**src/rtl/vga_timing_monitor.sv**
```systemverilog
// Receive-side VGA sync checker: rebuilds column/row, measures line, width and frame
// timing, and runs a lock FSM that flags when a locked stream drifts off the expected mode.
module vga_timing_monitor #(
    parameter int X_WIDTH         = 10,
    parameter int Y_WIDTH         = 10,
    parameter int CNT_WIDTH       = 16,
    parameter int CLKS_PER_PIXEL  = 2,
    parameter int EXP_LINE_CLKS   = 1600,
    parameter int EXP_ACTIVE_COLS = 640,
    parameter int LOCK_LINES      = 4
) (
    input  logic                 Clock,
    input  logic                 Reset,
    input  logic                 iHSync,
    input  logic                 iVSync,
    input  logic                 iDisplay,
    output logic [X_WIDTH-1:0]   oCol,
    output logic [Y_WIDTH-1:0]   oRow,
    output logic [CNT_WIDTH-1:0] oLineLength,
    output logic [X_WIDTH-1:0]   oActiveCols,
    output logic [Y_WIDTH-1:0]   oLinesPerFrame,
    output logic                 oFrameStart,
    output logic                 oLocked,
    output logic                 oTimingError
);

    localparam int DIV_W  = (CLKS_PER_PIXEL > 1) ? $clog2(CLKS_PER_PIXEL) : 1;
    localparam int LOCK_W = $clog2(LOCK_LINES + 1);

    localparam logic [1:0] UNLOCKED = 2'd0;
    localparam logic [1:0] CHECKING = 2'd1;
    localparam logic [1:0] LOCKED   = 2'd2;

    localparam logic [CNT_WIDTH-1:0] TIMEOUT_CNT = CNT_WIDTH'(2 * EXP_LINE_CLKS);
    localparam logic [CNT_WIDTH-1:0] LINE_EXP    = CNT_WIDTH'(EXP_LINE_CLKS);
    localparam logic [X_WIDTH-1:0]   COLS_EXP    = X_WIDTH'(EXP_ACTIVE_COLS);
    localparam logic [DIV_W-1:0]     PIX_LAST    = DIV_W'(CLKS_PER_PIXEL - 1);
    localparam logic [LOCK_W-1:0]    LOCK_TARGET = LOCK_W'(LOCK_LINES);

    logic                 hsR, vsR, deR, hsP, vsP, deP;
    logic                 hsFall, vsFall, deRise, deFall;
    logic [CNT_WIDTH-1:0] lineCnt, lineLen;
    logic                 haveRef, timeout, goodLine, pixDone;
    logic [DIV_W-1:0]     divCnt;
    logic [Y_WIDTH-1:0]   lineTally;
    logic [1:0]           state, stateNext;
    logic [LOCK_W-1:0]    goodCount, countNext;
    logic                 errNext;

    // Idle levels on reset keep the first post-reset cycle free of phantom edges.
    always_ff @(posedge Clock) begin
        if (Reset) begin
            hsR <= 1'b1;
            vsR <= 1'b1;
            deR <= 1'b0;
            hsP <= 1'b1;
            vsP <= 1'b1;
            deP <= 1'b0;
        end else begin
            hsR <= iHSync;
            vsR <= iVSync;
            deR <= iDisplay;
            hsP <= hsR;
            vsP <= vsR;
            deP <= deR;
        end
    end

    assign hsFall   = hsP & ~hsR;
    assign vsFall   = vsP & ~vsR;
    assign deRise   = ~deP & deR;
    assign deFall   = deP & ~deR;
    assign lineLen  = (lineCnt == '1) ? lineCnt : lineCnt + CNT_WIDTH'(1);
    assign timeout  = ~hsFall & (lineCnt == TIMEOUT_CNT);
    assign pixDone  = (divCnt == PIX_LAST);
    assign goodLine = (lineLen == LINE_EXP) && (oActiveCols == COLS_EXP);

    always_ff @(posedge Clock) begin
        if (Reset) begin
            lineCnt     <= '0;
            haveRef     <= 1'b0;
            oLineLength <= '0;
        end else if (hsFall) begin
            lineCnt <= '0;
            haveRef <= 1'b1;
            if (haveRef) oLineLength <= lineLen;
        end else begin
            if (lineCnt != '1) lineCnt <= lineCnt + CNT_WIDTH'(1);
            if (timeout) haveRef <= 1'b0;
        end
    end

    // The falling-edge clock still finishes a pixel whose divider is on its last count.
    always_ff @(posedge Clock) begin
        if (Reset) begin
            oCol        <= '0;
            divCnt      <= '0;
            oActiveCols <= '0;
        end else begin
            if (deRise) begin
                oCol   <= '0;
                divCnt <= '0;
            end else if (deR) begin
                if (pixDone) begin
                    divCnt <= '0;
                    oCol   <= oCol + X_WIDTH'(1);
                end else begin
                    divCnt <= divCnt + DIV_W'(1);
                end
            end
            if (deFall) oActiveCols <= oCol + X_WIDTH'(pixDone);
        end
    end

    always_ff @(posedge Clock) begin
        if (Reset) begin
            oRow           <= '0;
            lineTally      <= '0;
            oLinesPerFrame <= '0;
            oFrameStart    <= 1'b0;
        end else if (vsFall) begin
            oRow           <= '0;
            oFrameStart    <= 1'b1;
            oLinesPerFrame <= lineTally + Y_WIDTH'(hsFall);
            lineTally      <= '0;
        end else begin
            oFrameStart <= 1'b0;
            if (deFall) oRow <= oRow + Y_WIDTH'(1);
            if (hsFall) lineTally <= lineTally + Y_WIDTH'(1);
        end
    end

    // Only a loss of lock raises the error pulse; failures while still acquiring just restart.
    always_comb begin
        stateNext = state;
        countNext = goodCount;
        errNext   = 1'b0;
        if (hsFall && haveRef) begin
            if (goodLine) begin
                if (state != LOCKED) begin
                    countNext = (state == CHECKING) ? goodCount + LOCK_W'(1) : LOCK_W'(1);
                    stateNext = (countNext >= LOCK_TARGET) ? LOCKED : CHECKING;
                end
            end else begin
                errNext   = (state == LOCKED);
                stateNext = UNLOCKED;
                countNext = '0;
            end
        end else if (timeout) begin
            errNext   = (state == LOCKED);
            stateNext = UNLOCKED;
            countNext = '0;
        end
    end

    always_ff @(posedge Clock) begin
        if (Reset) begin
            state        <= UNLOCKED;
            goodCount    <= '0;
            oLocked      <= 1'b0;
            oTimingError <= 1'b0;
        end else begin
            state        <= stateNext;
            goodCount    <= countNext;
            oLocked      <= (stateNext == LOCKED);
            oTimingError <= errNext;
        end
    end

endmodule

```
**config.mk**
```make
export PLATFORM = sky130hd
export DESIGN_NAME = vga_timing_monitor
export DESIGN_NICKNAME = d
export VERILOG_FILES = /design/src/rtl/vga_timing_monitor.sv
export SDC_FILE = /design/constraint.sdc
export NUM_CORES = 1
export LEC_CHECK = 0
export ABC_AREA = 1
export CAP_MARGIN = 20
export CORE_ASPECT_RATIO = 1.1
export CORE_MARGIN = 5
export CORE_UTILIZATION = 48
export DETAILED_ROUTE_END_ITERATION = 7
export DONT_BUFFER_PORTS = 1
export GPL_ROUTABILITY_DRIVEN = 0
export HOLD_SLACK_MARGIN = 0.08
export PLACE_DENSITY = 0.64
export SLEW_MARGIN = 10
export SYNTH_ARGS = -nofsm -noshare
export SYNTH_HDL_FRONTEND = slang
export SYNTH_SLANG_ARGS = --single-unit
```
**constraint.sdc**
```tcl
create_clock -name Clock -period 1.9 [get_ports Clock]
set_input_delay 0.285 -clock Clock [delete_from_list [all_inputs] [get_ports Clock]]
set_output_delay 0.285 -clock Clock [all_outputs]
set_load 0.02 [all_outputs]
```
==> impl_metrics.py <==
metrics = {
    "run_status": {
        "status": "finished, violations left",
        "violations": "setup timing",
    },
    "synth": {
        "synth_top_area_share_pct": 42.15,
        "avgSynthCellArea_um2": 7.074,
        "yosysWarnings": 0,
        "ys_seq_area_share_pct": 42.15,
        "synth_largest_area_cell": "dfxtp_1",
        "synth_area_leaders": "dfxtp_1 42%, nand2_1 10%, inv_1 7.7%, nor2_1 7.0%, o21ai_0 4.8%",
        "synth-main-ff-cell": "dfxtp_1",
        "synthCells": 658,
        "synth.most_common_cell": "nand2_1",
        "syn_nets": 673,
        "syn_area_mm2": 0.004654,
        "async_reset_ff_share_pct": 0,
        "synth-edff-count": 0,
        "synth_seq_cells": 98,
        "synth_common_cells": "127 x nand2_1, 98 x dfxtp_1, 96 x inv_1, 87 x nor2_1, 45 x o21ai_0",
        "synth.distinct_cells": 35,
    },
    "placement": {
        "port_buffers": 0,
        "pre_cts_slack_ns": -0.1246,
        "dp_hpwl_um": 8786,
    },
    "finish": {
        "multiInputGateArea_mm2": 0.002486,
        "num-fill-cells": 841,
        "seq_area_mm2": 0.001997,
        "layout.nets": 749,
        "drive_gt1_share_pct": 25.03,
        "num_antenna_cells": 0,
        "areaGrowthSynthToFinish_pct": 25.24,
    },
    "timing": {
        "fmax_ghz": 0.5008,
        "hold_violations": 0,
        "tns_ns": -0.3906,
        "fin_ws_ns": -0.09687,
        "setup_viol": 5,
        "period_needed_ns": 1.997,
        "worstMarginPinSlew_ns": 0.6498,
        "min_period_over_period_pct": 105.1,
        "timing.slew.headroom_pct": 56.52,
        "skew_ns": 0.01350,
        "slew_viol_final": 0,
        "rsz0062_at_grt": "true",
    },
    "clock_tree": {
        "clock_latency_ns": 0.37,
        "cts_tree": "done",
        "cts.clk_slew.worst_paths_ns": 0.10,
        "clockRootBuffer": "clkbuf_8",
        "htreeDepth": 3,
        "cts_made_buffers": 9,
        "cts_buffer_depth": 2,
        "cts.sinks": 98,
    },
    "global_routing": {
        "grt_usage_pct": 20.70,
        "first_global_vias": 4320,
        "grt_pass1_wl_um": 20120,
        "antenna_found_initial": 0,
        "grt_remaining_overflow": 0,
        "grt_max_degree": 38,
    },
    "setup_path": {
        "critPathCaptureType": "register",
        "crit_family": "simple AND/OR/NAND/NOR gates",
        "crit_required_ns": 2.17,
        "start_kind": "register",
        "path_class": "register to register",
        "critPathMaxFanout": 6,
        "arrival_ns": 2.26,
        "crit_chain": "ha_4 > inv_4 > buf_4 > or2_2 > nand2_1 > nor3_4 > nand3_2 > nor2_4 > nand4_4 > a21oi_2 > nor2_2",
        "critical-path-max-stage-delay_ns": 0.38,
        "critPathSlowestCell": "dfxtp_4",
        "crit_buf_inv": 2,
    },
    "pwr": {
        "fin_total_pwr_uw": 3702,
        "power.density_mw_per_mm2": 635.0,
        "p_leak_uw": 0.002454,
        "ir_drop_uv": 569.3,
    },
    "route": {
        "firstDrtPassIters": 4,
        "wirelength_um": 12170,
        "drt-initial-drc-count": 193,
        "vias": 4409,
        "ant_nets": 0,
        "avgRoutedWirePerCell_um": 14.22,
        "drc_errors": 0,
        "via_per_inst": 5.151,
    },
    "floorplanning": {
        "num_rows": 37,
        "io-pin-count": 64,
        "dieArea_mm2": 0.01177,
        "die_y_um": 113.3,
        "initial_core_util_pct": 49.53,
        "core_mm2": 0.009398,
        "die_width_um": 103.9,
    },
    "flow_run": {
        "maxCapViolCount": 0,
    },
    "hold_path": {
        "hp-class": "input port to register",
    },
}
[final cells by class]
class                           instances  area share, %
Timing Repair Buffer                   79          10.62
Tap cell                              117          2.511
Clock inverter                          3         0.3863
Multi-Input combinational cell        445          42.65
Clock buffer                           13          2.898
Sequential cell                        98          34.26
Inverter                              101          6.675
[logic make-up (layout without fill, tap and decap cells)]
group,count (synthesis),after routing,synth area share (%)
AO/OA/AOI/OAI,105,105,12.18
flip-flops,98,98,42.15
buffers and inverters,117,196,9.758
AND/OR/NAND/NOR,315,317,30.78
adder cells (fa/ha/maj),10,10,2.688
XOR/XNOR,13,13,2.446
[final timing paths]
check	from	end	slack (ns)	depth (start not counted)
worst max-delay path	lineCnt[1]	goodCount[2]	-0.1	11
worst min register to register	hsR	hsP	0.43	2
worst min-delay path	Reset	oFrameStart	0.15	1
worst max register to register	lineCnt[1]	goodCount[2]	-0.1	11
[registers in the layout, summed over array words and instances (netlist names), 2 cells and up]
| name | cells |
|---|---|
| state | 2 |
| oCol | 10 |
| lineTally | 10 |
| oLinesPerFrame | 10 |
| oRow | 10 |
| goodCount | 3 |
| oActiveCols | 10 |
| oLineLength | 16 |
| lineCnt | 16 |
[stage by stage]
step / instances / utilization (%) / hold WS (ns) / cell area (µm²)
finish: 856 / 62.03 / 0.1549 / 5829
global route: 856 / 62.03 / 0.1515 / 5829
CTS: 853 / 60.54 / 0.1402 / 5689
detailed placement: 823 / 55.64 / 0.3618 / 5229
global placement: 823 / 55.64 / 0.3576 / 5229
floorplan: 658 / - / 0.3888 / 4661
[worst reg2reg max path: stages (launching register included)]
cell     delay [ns]
dfxtp_4        0.38
ha_4           0.18
inv_4          0.06
buf_4          0.10
or2_2          0.10
nand2_1        0.08
nor3_4         0.25
nand3_2        0.12
nor2_4         0.19
nand4_4        0.19
a21oi_2        0.18
nor2_2         0.05
[power breakdown]
| group | leakage (µW) | internal (µW) | switching, µW | total, µW |
|---|---|---|---|---|
| Combinational | 0.00156 | 107 | 159 | 266 |
| Clock | 0.0000879 | 585 | 716 | 1300 |
| Sequential | 0.000803 | 2090 | 49.8 | 2140 |
[repair_timing]
action | 4_1_cts | 5_1_grt
hold buffers | 4 | 0
endpoints found under the hold margin | 13 | 0
cloned | 2 | 0
pin swaps | 22 | 13
buffers inserted | 8 | 4
resized for setup | 49 | 33
endpoints found under the setup margin | 7 | 14
[cell usage in the layout (no fill, tap or decap), drive strengths merged, types with 12 or more instances in the layout]
| cell | count |
|---|---|
| nand2 | 135 |
| nor2 | 103 |
| inv | 98 |
| dfxtp | 98 |
| buf | 75 |
| o21ai | 48 |
| a21oi | 44 |
| nand3 | 39 |
| nand4 | 16 |
| clkbuf | 13 |
| xor2 | 12 |
[metal layers]
layer	wire (µm)	part of all wire [%]	track usage, %	up-vias
li1	-	-	-	2258
met1	4928	40	23.34	1983
met2	5916	49	35.80	125
met3	774	6.4	5.533	43
met4	551	4.5	10.79	0
met5	0	0	0	-
No activity file was read; power rests on OpenSTA's default activity.
